$ cat config.mk
export PLATFORM = sky130hd
export DESIGN_NAME = demux18_deser
export DESIGN_NICKNAME = d
export VERILOG_FILES = /design/src/rtl/demux18_deser.sv
export SDC_FILE = /design/constraint.sdc
export NUM_CORES = 1
export LEC_CHECK = 0
export CORE_ASPECT_RATIO = 0.8
export CORE_MARGIN = 3
export CORE_UTILIZATION = 35
export CTS_CLUSTER_DIAMETER = 200
export DETAILED_ROUTE_END_ITERATION = 8
export PLACE_DENSITY_LB_ADDON = 0.12
export SLEW_MARGIN = 20
export SYNTH_ARGS = -nofsm -noshare
export SYNTH_HDL_FRONTEND = slang
export SYNTH_SLANG_ARGS = --single-unit
$ cat constraint.sdc
create_clock -name clk -period 1.4 [get_ports clk]
set_input_delay 0.35 -clock clk [delete_from_list [all_inputs] [get_ports clk]]
set_output_delay 0.35 -clock clk [all_outputs]
set_load 0.1 [all_outputs]
$ cat src/rtl/demux18_deser.sv
// demux18_deser: serial-to-parallel 1:WIDTH demux with lane counter and one-entry valid/ready output buffer
module demux18_deser #(
    parameter int WIDTH = 8,
    parameter bit LSB_FIRST = 1,
    localparam int SEL_W = $clog2(WIDTH)
) (
    input  logic             clk,
    input  logic             rst,
    input  logic             in,
    input  logic             in_valid,
    input  logic             start,
    output logic             in_ready,
    output logic [WIDTH-1:0] D,
    output logic             out_valid,
    input  logic             out_ready,
    output logic [SEL_W-1:0] S,
    output logic             frame_err
);
    typedef enum logic {IDLE, COLLECT} state_t;
    localparam logic [SEL_W-1:0] LAST = SEL_W'(WIDTH - 1);

    state_t state, state_nx;
    logic [WIDTH-1:0] shreg, word;
    logic [SEL_W-1:0] lane, idx;
    logic accept, complete;

    always_ff @(posedge clk) begin
        if (rst) state <= IDLE;
        else state <= state_nx;
    end

    always_comb begin
        state_nx = accept ? (complete ? IDLE : COLLECT) : state;
    end

    // start restarts the frame: the bit goes to lane 0 over a cleared word
    always_comb begin
        in_ready = !(S == LAST && out_valid && !out_ready);
        accept = in_valid && in_ready;
        lane = start ? '0 : S;
        idx = LSB_FIRST ? lane : LAST - lane;
        word = (start ? '0 : shreg) | (WIDTH'(in) << idx);
        complete = accept && lane == LAST;
    end

    always_ff @(posedge clk) begin
        if (rst) begin
            S <= '0;
            shreg <= '0;
            D <= '0;
            out_valid <= 1'b0;
            frame_err <= 1'b0;
        end else begin
            if (accept) begin
                S <= complete ? '0 : lane + 1'b1;
                shreg <= complete ? '0 : word;
                frame_err <= frame_err | (start && state == COLLECT);
            end
            if (complete) D <= word;
            out_valid <= complete | (out_valid & !out_ready);
        end
    end
endmodule
==> results.md <==
- Once detail routing completed, the nets flagged for antenna violations numbered 0.
- For the worst setup path, the data arrival time is 1190 ps.
- On the critical path the largest part of the delay comes from flip-flops.
- The beginning of the worst register-to-register path is S[1].
- Using the TritonRoute via totals, the vias-per-cell ratio works out to 5.02.
- The total congestion overflow is 0.
- In this run the static leakage power is 0.723 nW.
- The cell row count is 18.
- Of the cells placed in the final design, the portion with a size suffix greater than 1 is 0.365.
- After technology mapping, the gate count stands at 121.
- The standard cell with the maximum stage delay on the critical path is sky130_fd_sc_hd__dfxtp_4.
- The final clock period utilization by the worst path is 1.10.
- The number of H-tree levels is 1.
- The checks that failed: negative setup slack.
- The layout has 275 filler cells.
- The post-route total power is 1.24 mW.
- The post-synthesis net count is 128.
- In this run the mean area of a mapped cell was 9.66 µm².
- The worst path required time is 1050 ps.
- The area growth from synthesis to layout is 56.1%.
- The sort of element at the end of the critical path is a primary output.
- STA classifies the critical path startpoint as a flip-flop.
- The top cell types in the final layout, fill and taps aside, are 18 x sky130_fd_sc_hd__dfxtp_1, 18 x sky130_fd_sc_hd__nand2b_1, 18 x sky130_fd_sc_hd__buf_4.
- The routed layout has 999 vias.
- The first-pass GRT wire length is 4640 µm.
- Once layout is complete, the cells apart from fillers number 199.
- The slack of the worst reg-to-reg path is -110 ps.
- The count of final setup violators is 11.
- The number of pins exceeding their max-slew limit in the final report was 0.
- The final number of hold-violating endpoints was 0.
- The register share of total power is 0.512.
- Synthesis inferred 22 register bits.
- Of the total power, the share spent switching nets is 0.259.
- The slew at the pin with the worst max-slew slack is 312 ps.
- After the last flow step, the layout net total stands at 168.
- The maximum single-stage delay on the critical path is 360 ps.
- Along the worst path, the maximum fanout reaches 3.
- Counting cells, the worst reg-to-reg path comes to 8.
- The cell area power density is 682 nW/µm².
- The sequential area share after synthesis is 0.377.
- The setup slack of the critical path after layout is -137 ps.
- The global placement routability congestion is 0.768.
- The number of antenna diodes in the final layout is 0.
- The effective utilization at floorplan is 0.373.
- The worst-case headroom to the max-slew limit is 0.791.
- The number of buffers created by CTS is 3.
- Together, buffers and inverters on the worst path number 2.
- The endpoint of the worst hold-timing path is state.
- The critical path is of the flip-flop to primary output type.
- In this run the cell area of the synthesized design comes to 1170 µm².
- The vertical die dimension is 57.7 µm.
- For this run, the total global-route usage over all layers was measured as 0.143.
- The class of the tightest hold or removal check is flip-flop to flip-flop.
- The DRC violation count after routing is 0.
- CTS saw 22 sinks.
- The number of maximum-capacitance violations is 0.
- The top-level I/O count is 20.
- The worst supply voltage drop on vdd is 0.506 mV.
- The die outline area is 4070 µm².
- Setup repair after global routing could not meet its margin everywhere.
- The number of antenna violations at the first check in global routing is 0.
- The floorplan step defined a core boundary enclosing 3130 µm².
- The pre-CTS setup slack is -477 ps.
- The maximum number of pins on one net before global-route repair is 14.
- The shortest period the worst path allows is 1540 ps.
- The DRC violation total after the first TritonRoute iteration is 32.
- The root buffer selected by CTS is sky130_fd_sc_hd__clkbuf_8.
- Ranked by total cell area, the synthesized netlist is headed by sky130_fd_sc_hd__dfxtp_1 38%, sky130_fd_sc_hd__mux2i_1 14%, sky130_fd_sc_hd__nand2b_1 9.6%.
- For this run, the top clock speed supported by timing is 0.651 GHz.
- For this block, the routed nets add up to 2950 µm of wire.
- The endpoint of the lowest-slack register-to-register path is D[1].
- Of the total power, combinational logic draws 0.172.
- The worst min-delay path startpoint is state.
- The longest clock path from root to sink contains 2 buffers.
- The cell-internal power is 922 µW.
- Buffers placed on the I/O ports in this run total 19.
- TritonCTS built the clock tree.
- The count of different cell masters after synthesis is 32.
- The share of synthesized area in the top cell type comes to 0.377.
- The flow ran to the end, but the final reports show violations.
- The clock-pin slew on the worst setup and hold paths is 80 ps.
- The top cell type by total area after synthesis is sky130_fd_sc_hd__dfxtp_1.
- For this run, the share of the core covered by cells in the final layout is 0.583.
- The number of global-route vias before repair came to 956.
- The pre-antenna-repair detailed-routing pass consisted of 4 iterations.
- The clock network power share is 0.316.
- Walking the worst path, the cells encountered are buf_6, and4b_4, nand2_4, buf_12.
- The worst hold path cell count is 2.
- The detail-routed net length per standard cell is 14.8 µm.
- The die width is 70.6 µm.
- Detailed placement ended at an HPWL of 2100 µm.
- The synthesis warning total is 0.
- The worst clock skew is 2.46 ps.
- The number of placed cells counting well taps is 190.
- For the worst-skew pair, the clock arrives at the later sink with an insertion delay of 260 ps.
- The switching power summed over all nets is 322 µW.
worst reg2reg max path: stages, from the launching register on:
cell and delay (ps):
sky130_fd_sc_hd__dfxtp_4 350, sky130_fd_sc_hd__buf_4 110, sky130_fd_sc_hd__nand2_2 70, sky130_fd_sc_hd__nor2_4 120, sky130_fd_sc_hd__ha_4 180, sky130_fd_sc_hd__nand2_4 60, sky130_fd_sc_hd__a21oi_4 180, sky130_fd_sc_hd__clkbuf_16 180
sky130_fd_sc_hd__mux2i_1 180
final cells by class:
cell class	count	area, µm²	area share
multi-input combinational	87	699	0.383
timing repair buffer	44	567	0.311
sequential	22	455	0.250
tap	40	50.0	0.0274
clock buffer	3	41.3	0.0226
inverter	3	11.3	0.00617
Yosys cell counts (all sizes together):
cell    count
dfxtp      22
nand2b     18
mux2i      16
o21ai      16
buf         8
nor2        6
nand2       5
and4b       4
and4bb      3
inv         3
a211oi      2
a21oi       2
nand3b      2
o21bai      2
a22oi       1
a311oi      1
a41o        1
clkbuf      1
ha          1
mux2        1
nand4b      1
nor2b       1
nor3        1
nor4b       1
o22ai       1
or3b        1
sequential cells by signal, indices dropped and copies added (netlist names):
register	count
D	8
shreg	8
S	3
frame_err	1
out_valid	1
state	1
routing by layer:
layer | track usage | part of all wire | vias up
li1 | - | - | 505
met1 | 0.205 | 0.51 | 479
met2 | 0.223 | 0.45 | 13
met3 | 0.0381 | 0.034 | 2
met4 | 0.0241 | 0.0074 | 0
met5 | 0 | 0 | -
power by group through the flow:
stage	logic [mW]	clock network [mW]	registers, mW
floorplan	0.0850	0	0.688
global placement	0.202	0	0.651
detailed placement	0.204	0	0.652
CTS	0.208	0.403	0.637
global route	0.226	0.436	0.639
finish	0.214	0.393	0.638
worst max-delay path by stage:
stage / start / end / cells past startpoint
floorplan: S[0] / D[1] / 8
global placement: start / D[1] / 7
detailed placement: start / D[1] / 7
CTS: S[0] / in_ready / 4
global route: S[0] / in_ready / 4
finish: S[0] / in_ready / 4
what timing repair did:
| item | in CTS | in global routing |
|---|---|---|
| gates resized for setup | 10 | 10 |
| setup buffers | 4 | 2 |
| setup endpoints to repair | 20 | 20 |
| hold buffers | 0 | 0 |
| pin swaps | 3 | 4 |
| gates cloned | 0 | 1 |
logic make-up (layout without fill, tap and decap cells):
kind of cell / Yosys count / in the layout / synth area share
AO/OA/AOI/OAI: 26 / 26 / 0.141
adder cells (fa/ha/maj): 1 / 1 / 0.0107
buffers and inverters: 12 / 50 / 0.0632
flip-flops: 22 / 22 / 0.377
multiplexers: 17 / 17 / 0.147
AND/OR/NAND/NOR: 43 / 43 / 0.261
through the flow:
stage	area [µm²]	setup TNS, ps	hold slack, ps
global route	1820	-1950	507
detailed placement	1670	-8570	473
floorplan	1210	-2170	444
CTS	1750	-1020	485
finish	1820	-777	471
global placement	1670	-7570	451
Power figures use the tool's default switching activity.
